--- src/rtl/bitstream_packer.sv ---
// bitstream_packer: packs a serial bit stream MSB-first into WIDTH-bit words
// and buffers them in a 2-entry FIFO that drops words when full (no backpressure).
// Ports:
//   clk, rst               clock, asynchronous active-high reset
//   in_bit, in_valid       serial input bit and its qualifier
//   flush                  discard the partial word
//   clr_ovf                clear the sticky overflow flag
//   out_data, out_valid    FIFO head word and non-empty flag
//   out_ready              consumer accepts the head word
//   bit_cnt                bits held in the partial word
//   word_cnt               words pushed since reset, wrapping
//   overflow               sticky: a completed word was dropped
module bitstream_packer #(
    parameter int WIDTH = 8,
    parameter int CNT_W = 16
) (
    input  logic                     clk,
    input  logic                     rst,
    input  logic                     in_bit,
    input  logic                     in_valid,
    input  logic                     flush,
    input  logic                     clr_ovf,
    output logic [WIDTH-1:0]         out_data,
    output logic                     out_valid,
    input  logic                     out_ready,
    output logic [$clog2(WIDTH)-1:0] bit_cnt,
    output logic [CNT_W-1:0]         word_cnt,
    output logic                     overflow
);
    localparam int BC_W = $clog2(WIDTH);
    localparam logic [BC_W-1:0] LAST = BC_W'(WIDTH - 1);

    typedef enum logic [1:0] {EMPTY, ONE, FULL} state_t;
    state_t state, state_nxt;
    logic [WIDTH-1:0] shreg, head, tail, head_nxt, tail_nxt, word;
    logic accept, done, pop, push, drop;

    assign accept    = in_valid && !flush;
    assign done      = accept && (bit_cnt == LAST);
    assign word      = {shreg[WIDTH-2:0], in_bit};
    assign out_valid = (state != EMPTY);
    assign out_data  = head;
    assign pop       = out_valid && out_ready;
    // A full FIFO still takes the word when the head leaves in the same cycle.
    assign push      = done && ((state != FULL) || pop);
    assign drop      = done && !push;

    always_comb begin
        state_nxt = state;
        head_nxt  = head;
        tail_nxt  = tail;
        case (state)
            EMPTY: if (push) begin
                state_nxt = ONE;
                head_nxt  = word;
            end
            ONE: if (push && pop) begin
                head_nxt = word;
            end else if (push) begin
                state_nxt = FULL;
                tail_nxt  = word;
            end else if (pop) begin
                state_nxt = EMPTY;
            end
            FULL: if (pop) begin
                head_nxt = tail;
                if (push) tail_nxt = word;
                else state_nxt = ONE;
            end
            default: state_nxt = EMPTY;
        endcase
    end

    always_ff @(posedge clk or posedge rst) begin
        if (rst) begin
            state    <= EMPTY;
            head     <= '0;
            tail     <= '0;
            shreg    <= '0;
            bit_cnt  <= '0;
            word_cnt <= '0;
            overflow <= 1'b0;
        end else begin
            state    <= state_nxt;
            head     <= head_nxt;
            tail     <= tail_nxt;
            if (accept) shreg <= word;
            bit_cnt  <= flush ? '0 : !accept ? bit_cnt : done ? '0 : bit_cnt + 1'b1;
            if (push) word_cnt <= word_cnt + 1'b1;
            // A drop in the same cycle as clr_ovf keeps the flag set.
            overflow <= drop ? 1'b1 : clr_ovf ? 1'b0 : overflow;
        end
    end
endmodule

--- config.mk ---
export PLATFORM = sky130hd
export DESIGN_NAME = bitstream_packer
export DESIGN_NICKNAME = d
export VERILOG_FILES = /design/src/rtl/bitstream_packer.sv
export SDC_FILE = /design/constraint.sdc
export NUM_CORES = 1
export LEC_CHECK = 0
export ABC_CLOCK_PERIOD_IN_PS = 2100
export BUFFER_PORTS_ARGS = -buffer_cell sky130_fd_sc_hd__buf_2
export CELL_PAD_IN_SITES_DETAIL_PLACEMENT = 1
export CELL_PAD_IN_SITES_GLOBAL_PLACEMENT = 1
export CORE_MARGIN = 2
export CORE_UTILIZATION = 30
export DETAILED_ROUTE_END_ITERATION = 7
export HOLD_SLACK_MARGIN = 0.15
export PLACE_DENSITY = 0.64
export SLEW_MARGIN = 20
export SYNTH_ARGS = -nofsm -noshare
export SYNTH_HDL_FRONTEND = slang
export SYNTH_SLANG_ARGS = --single-unit
--- constraint.sdc ---
create_clock -name clk -period 2.1 [get_ports clk]
set_input_delay 0.21 -clock clk [delete_from_list [all_inputs] [get_ports clk]]
set_output_delay 0.21 -clock clk [all_outputs]
set_load 0.01 [all_outputs]
After elaboration in Yosys (flattened, before gate mapping)

Cells that the tools add are included.

Reduce and logical (&&, ||, !) cells: 18
Add/subtract/negate cells: 2
Mux-type cells: 20
Eq/ne operators: 10

Operators with widths:

| cell                                                | count |
|---|---|
| 2-to-1 mux 8 bit                                    | 6 |
| one-hot mux 8 bit (3 select lines)                  | 1 |
| adder 16 x 1 -> 16 bit, second input constant       | 1 |
| one-hot mux 8 bit (2 select lines)                  | 1 |
| 2-to-1 mux 2 bit                                    | 6 |
| inequality test 2 bit, second input constant        | 6 |
| 2-to-1 mux 3 bit                                    | 3 |
| nonzero test 2 bit                                  | 4 |
| logical AND 1 bit                                   | 6 |
| one-hot mux 2 bit (3 select lines)                  | 1 |
| AND reduction 5 bit                                 | 1 |
| AND reduction 4 bit                                 | 1 |
| adder 3 x 1 -> 3 bit, second input constant         | 1 |
| equality test 3 bit, second input constant          | 1 |
| inequality test 3 bit, second input constant        | 1 |
| AND reduction 3 bit                                 | 1 |
| nonzero test 3 bit                                  | 1 |
| equality test 2 x 1 -> 1 bit, second input constant | 1 |
| equality test 2 bit, second input constant          | 1 |
| logical NOT 1 bit                                   | 2 |
| logical NOT 2 bit                                   | 1 |
| 2-to-1 mux 1 bit                                    | 2 |
| logical OR 1 bit                                    | 1 |

Logic and storage cells: 57
Input port bits: 7
Register bits: 45

Longest topological paths before layout

Gate-level depths: netlist of run 1.

Depth in word-level cells: 7
Gate-level depth with buffers: 8
Gate-level depth less buffers: 6

Least setup slack after synthesis of run 1

No wires, ideal clock.

Kind: flip-flop to flip-flop
Start point: register bit_cnt[0]
End point: register head[0] (netlist: out_data[0])
Cell stages (with the launch flop): 9
Arrival: 1,743 ps
Data required time: 1,977 ps
Setup slack: 234 ps
Path buffers: 2
Cells stage by stage: dfrtp_1 -> ha_1 -> ha_1 -> and3b_1 -> clkbuf_1 -> a32o_2 -> buf_4 -> nor2_1 -> a21oi_1

Word-level cells in the longest chain between the ends: 6

Ends and longest elaborated chain:

| element                                | RTL line | RTL |
|---|---|---|
| start, declared                        | 26       | `output logic [$clog2(WIDTH)-1:0] bit_cnt,` |
| start signal, assigned                 | 88       | `bit_cnt <= flush ? '0 : !accept ? bit_cnt : done ? '0 : bit_cnt + 1'b1;` |
| equality test 3 bit *                  | 39       | `assign done = accept && (bit_cnt == LAST);` |
| logical AND 1 bit *                    | 39       |  |
| logical AND 1 bit *                    | 45       | `assign push = done && ((state != FULL) \|\| pop);` |
| logical AND 1 bit                      | 57       | `ONE: if (push && pop) begin` |
| inequality test 2 bit (no source line) | --       |  |
| AND reduction 4 bit (no source line) * | --       |  |
| end signal, assigned                   | 85       | `head <= head_nxt;` |
| end, declared                          | 35       | `logic [WIDTH-1:0] shreg, head, tail, head_nxt, tail_nxt, word;` |

Mark *: on every way between the ends. The rest lies on a longest branch, timed or not.
A chain may end at the register's enable or synchronous reset.

Worst setup path in the final report of run 1

Start point: register bit_cnt[0]
End point: register word_cnt[14]

Word-level cells in the longest chain between the ends: 3

Ends and longest elaborated chain:

| element              | RTL line | RTL |
|---|---|---|
| equality test 3 bit  | 39       |  |
| logical AND 1 bit    | 39       |  |
| logical AND 1 bit    | 45       |  |
| end signal, assigned | 89       | `if (push) word_cnt <= word_cnt + 1'b1;` |
| end, declared        | 27       | `output logic [CNT_W-1:0] word_cnt,` |

No other way between the ends.

==> flow_summary.toml, run 1 <==
[placement]
preCtsSetupSlack_ns = 0.151
gp_congestion = 0.782
buffer_ports.inserted = 35
hpwl_um = 2800
dp_cells = 278

[power_and_ir_drop]
leakagePower_uw = 0.00129
p_seq_frac = 0.508
p_clk_frac = 0.418
p_sw_frac = 0.224
finalPower_uw = 1900
p_sw_uw = 427
combPwrFrac = 0.073
power-per-cell-area_nw_per_um2 = 775
power.internal_uw = 1480
vdd_drop_max_v = 0.000361

[yosys]
syn_area_um2 = 2000
synth_edf_count = 0
synth_fa_ha_area_frac = 0.0187
synth-seq-cells = 45
synth_warnings = 0
synth_compound_area_frac = 0.0493
synthSimpleGateAreaFrac = 0.144
yosysSeqAreaShare = 0.562
synthXorXnorAreaFrac = 0.0656
syn_nets = 176
yosysUniqueCellTypes = 34
synth.area.top_cells = "dfrtp_1 56%, mux2_2 9.0%, mux2i_1 4.5%"
syn_avg_cell_area_um2 = 12.1
netlist_top_cells_count = "45 x dfrtp_1, 18 x nor2_1, 16 x mux2_2"
synth_top_family_by_area = "simple AND/OR/NAND/NOR gates"
synth_top_area_share = 0.562
synthArstFlopShare = 1.00
synth_flop_cell = "dfrtp_1"
syn_inst = 166
synth_top_cell_by_area = "dfrtp_1"
synth_mux_area_frac = 0.135
yosysMostFrequentCell = "dfrtp_1"

[clock_network]
cts_setup_buffers = 0
clock-sinks = 45
htree_levels = 2
cts_hold_buf = 3
cts_max_path_buffers = 2
insertion_delay_ns = 0.30
clk_pin_slew_ns = 0.10
tritoncts = "done"
cts-buffers-inserted = 5
post_cts_resized = 0
cts-root-buf = "clkbuf_8"

[worst_setup_path]
worstPathMaxFanout = 7
worst_ep_required_time_ns = 2.33
rr_worst_depth = 6
worst_setup_path_start_kind = "register"
end_kind = "register"
worstSetupPathType = "register to register"
worstPathArrival_ns = 2.15

[global_routing]
grt_pass1_vias = 1433
grt_overflow = 0
grt_max_degree = 29
grt_first_pass_wirelength_um = 6750
antenna_found_initial = 0
grt_util_all_layers = 0.117

[drt]
drc = 0
routed_via_density = 4.70
firstDrtPassIters = 4
drt_iter0_drc = 49
wl_um = 3940
ant_nets = 0
wl_per_cell_um = 13.6
num_vias = 1359

[run_status]
status = "finished, final reports clean"

[final_layout]
nets = 221
fin_cells = 289
diodes = 0
num-fill-cells = 722
layout-drive-gt1-share = 0.321
area_delta_synth_final_pct = 22.7

[sta]
hold_viol_final = 0
slew_headroom = 0.512
setup_viol = 0
period_minus_slack_ns = 1.92
max_freq_mhz = 521
maxSlewViolCount = 0
fin_worst_skew_ns = 0.0124
layout_setup_ws_ns = 0.179
fin_setup_tns_ns = 0
holdWs_ns = 0.168
finalCritPeriodShare = 0.915
worstMarginPinSlew_ns = 0.728
rsz0062_at_grt = "false"

[floorplanning]
rows = 29
start_util = 0.314
core_area_um2 = 6390
die_h_um = 85.7
die_w_um = 85.7
fp.dieArea_um2 = 7350
pin_count = 36

[run]
drv_cap = 0

[worst_hold_path]
worstHoldPathType = "input port to register"
holdPathStages = 2
[placed cells by master (no fill, tap or decap), types with 2 or more instances in the layout]
cell	count
buf_4	3
nand2_1	7
and4_1	3
dfrtp_1	45
o21ai_0	2
nor3_1	2
dlygate4sd3_1	3
nand4_1	5
xor2_1	7
a21oi_1	11
nor2_1	18
clkbuf_8	5
bufinv_16	2
ha_1	3
mux2i_1	9
nand3_1	4
buf_2	35
nor2b_1	2
mux2_2	16
xnor2_1	8
inv_1	5
[through the flow]
step                      area [µm²]  utilization
after floorplan                 2000            -
after global placement          2290        0.359
after detailed placement        2290        0.359
after CTS                       2460        0.385
after global routing            2460        0.385
final                           2460        0.385
[worst paths after layout]
kind                               from            to  slack (ns)
min in group asynchronous           rst      state[0]        0.48
setup reg to reg             bit_cnt[0]  word_cnt[14]        0.18
hold / removal                   in_bit      shreg[0]        0.17
hold reg to reg            word_cnt[15]  word_cnt[15]        0.47
max in group asynchronous           rst   out_data[5]        1.08
setup / recovery             bit_cnt[0]  word_cnt[14]        0.18
[sequential cells by signal, summed over array words and instances, names as in the netlist]
register,count
word_cnt,16
overflow,1
state,2
shreg,7
out_data,8
bit_cnt,3
tail,8
[power groups by stage]
| stage | combinational [µW] | sequential (µW) | clock, µW |
|---|---|---|---|
| floorplan | 97.9 | 974 | 0 |
| global placement | 140 | 985 | 0 |
| detailed placement | 142 | 988 | 0 |
| CTS | 147 | 970 | 820 |
| global route | 160 | 982 | 864 |
| finish | 140 | 968 | 796 |
[worst max-delay path, cell delays in order, from the launching register on]
cell and delay (ns):
dfrtp_1 0.39, ha_1 0.16, ha_1 0.24, nand3b_4 0.13
or3_1 0.54, nor3_4 0.23, xor2_1 0.15
[cells by family (layout without fill, tap and decap cells)]
group           count (synthesis)  in the layout
simple gates                   51             51
flops                          45             45
mux                            25             25
compound gates                 17             17
xor+xnor                       15             15
buf+inv                        10             56
fa+ha+maj                       3              3
[area by class of cell]
class / instances / area (µm²) / share of cell area
inverter: 6 / 22.5 / 0.00916
timing repair buffer: 42 / 248 / 0.101
sequential: 45 / 1130 / 0.458
multi-input combinational: 111 / 827 / 0.337
tap: 77 / 96.3 / 0.0392
clock inverter: 3 / 68.8 / 0.0280
clock buffer: 5 / 68.8 / 0.0280
[per-layer routing]
| layer | GRT usage | vias up | wire length (µm) |
|---|---|---|---|
| met2 | 0.188 | 21 | 1940 |
| li1 | - | 665 | - |
| met5 | 0 | - | 0 |
| met4 | 0.0433 | 0 | 18 |
| met1 | 0.152 | 670 | 1810 |
| met3 | 0.0318 | 3 | 167 |
(Power assumes the default switching activity.)
==> run 2, diff against run 1 <==
Settings changed: ABC_AREA from default to 1, CORE_ASPECT_RATIO from default to 0.7, PLACE_DENSITY 0.64 to 0.67, REMOVE_ABC_BUFFERS from default to 1.
==> run 2 against run 1 <==
Die area rose by 15%. Sequential share of layout area down 4.9 points. Wire length grew 49%. Worst hold slack better by 0.083 ns. Maximum frequency increased by 13%. Clock skew fell by 0.0024 ns. Via count is 47% higher. Power increased by 17%. Sequential power is 9.5% higher. Clock-buffer cell count increased by 1.
==> flow_summary.toml, run 2 <==
[yosys]
yosysMostFrequentCell = "nand2_1"
synth_flop_cell = "dfrtp_1"
netlist_top_cells_count = "101 x nand2_1, 45 x dfrtp_1, 33 x inv_1"
synth_top_cell_by_area = "dfrtp_1"
syn_area_um2 = 2320
synth_edf_count = 0
synth_warnings = 0
yosysSeqAreaShare = 0.486
syn_inst = 293
synth_top_area_share = 0.486
syn_avg_cell_area_um2 = 7.90
synthArstFlopShare = 1.00
yosysUniqueCellTypes = 25
synth.area.top_cells = "dfrtp_1 49%, nand2_1 16%, o21ai_0 6.3%"
synth-seq-cells = 45

[clock_network]
clock-sinks = 45
clk_pin_slew_ns = 0.09
tritoncts = "done"
htree_levels = 2
insertion_delay_ns = 0.30
cts-root-buf = "clkbuf_8"
post_cts_resized = 0
cts_max_path_buffers = 2
cts-buffers-inserted = 5

[power_and_ir_drop]
finalPower_uw = 2220
vdd_drop_max_v = 0.000376
power-per-cell-area_nw_per_um2 = 808
leakagePower_uw = 0.00144

[worst_hold_path]
holdPathStages = 4
worstHoldPathType = "input port to register"

[worst_setup_path]
crit_chain = "ha_1 -> ha_1 -> inv_1 -> nor2_1 -> nand2_2 -> nor2_4 -> nand2_1 -> xor2_1"
end_kind = "register"
worst_ep_required_time_ns = 2.30
rr_worst_depth = 8
slowest_stage = "dfrtp_1"
slowest_delay_ns = 0.40
critical_path.most_common_cell = "ha_1"
worst_setup_path_start_kind = "register"
worstPathMaxFanout = 8
worstSetupPathType = "register to register"
worstPathArrival_ns = 1.90

[floorplanning]
rows = 26
pin_count = 36
die_h_um = 77.5
fp.dieArea_um2 = 8450
start_util = 0.314
die_w_um = 109
core_area_um2 = 7380

[placement]
buffer_ports.inserted = 35
gp_congestion = 0.765
dp_cells = 425
hpwl_um = 4480

[run]
drv_cap = 0

[final_layout]
layout-drive-gt1-share = 0.189
largest_reg_flops = 16
final_common_cell = "nand2_1"
finish.utilization = 0.372
area_delta_synth_final_pct = 18.7
top_register = "word_cnt"
diodes = 0
fin_cells = 436
final_cell_mix = "101 x nand2_1, 45 x dfrtp_1, 35 x buf_2"
nets = 347

[drt]
num_vias = 1996
wl_met2_um = 2440
drt_iter0_drc = 83
top_layer_used = "met4"
ant_nets = 0
wl_um = 5860
dr_wl_met3_um = 220
met1_length_um = 3130
routed_via_density = 4.58
firstDrtPassIters = 4
wl_per_cell_um = 13.4
drc = 0

[global_routing]
grt_max_degree = 46
antenna_found_initial = 0
grt_first_pass_wirelength_um = 10300
grt_util_all_layers = 0.154
grt_pass1_vias = 2031
grt_overflow = 0

[sta]
period_minus_slack_ns = 1.70
worstMarginPinSlew_ns = 0.600
holdWs_ns = 0.251
fin_setup_tns_ns = 0
max_freq_mhz = 589
rsz0062_at_grt = "false"
setup_viol = 0
hold_viol_final = 0
fin_worst_skew_ns = 0.0100
maxSlewViolCount = 0
slew_headroom = 0.600
finalCritPeriodShare = 0.808

[run_status]
status = "finished, final reports clean"
==> run 2: report_power, final <==
part | switching (µW) | total, µW | internal [µW] | leakage [µW]
combinational | 315 | 491 | 176 | 0.000860
sequential | 87.3 | 1060 | 973 | 0.000524
clock | 313 | 671 | 358 | 0.0000554
==> run 2: what timing repair did <==
action,in CTS,in global routing
hold buffers,3,0
buffers inserted,0,0
hold endpoints to repair,47,0
==> run 2: final cells by class <==
cell class | count | area, µm²
Fill cell | 925 | 4630
Sequential cell | 45 | 1130
Multi-Input combinational cell | 210 | 1040
Timing Repair Buffer | 40 | 220
Inverter | 35 | 131
Tap cell | 98 | 123
Clock buffer | 6 | 72.6
Clock inverter | 2 | 38.8
==> run 2: cell families after synthesis <==
logic type,Yosys count,share of synthesized area
buffers and inverters,38,0.0654
XOR/XNOR,8,0.0303
adder cells (fa/ha/maj),3,0.0162
AO/OA/AOI/OAI,37,0.0929
flip-flops,45,0.486
AND/OR/NAND/NOR,162,0.309
==> run 2: critical path, delay by kind of cell, from the launching register on <==
kind	cells	cell delay, ns
simple gates	4	0.58
fa+ha+maj	2	0.39
flops	1	0.40
buf+inv	1	0.08
xor+xnor	1	0.15
==> run 2: path summary, 6_finish.rpt <==
kind	start	end	slack [ns]
min in group asynchronous	rst	word_cnt[2]	0.60
max reg2reg	bit_cnt[0]	word_cnt[7]	0.40
min reg2reg	out_data[6]	out_data[6]	0.49
min	in_valid	bit_cnt[1]	0.25
max	bit_cnt[0]	word_cnt[7]	0.40
max in group asynchronous	rst	overflow	1.09
==> run 2: stage by stage <==
step           setup WS, ns  instance area, µm²
5_1_grt               0.201                2750
4_1_cts               0.379                2750
6_report              0.403                2750
3_3_place_gp          0.472                2610
2_1_floorplan         0.510                2300
3_5_place_dp          0.387                2610
==> run 2: routing by layer <==
metal | GRT usage | vias to the layer above
met5 | 0 | -
met4 | 0.0423 | 0
met3 | 0.0252 | 7
met2 | 0.220 | 30
met1 | 0.235 | 954
li1 | - | 1005
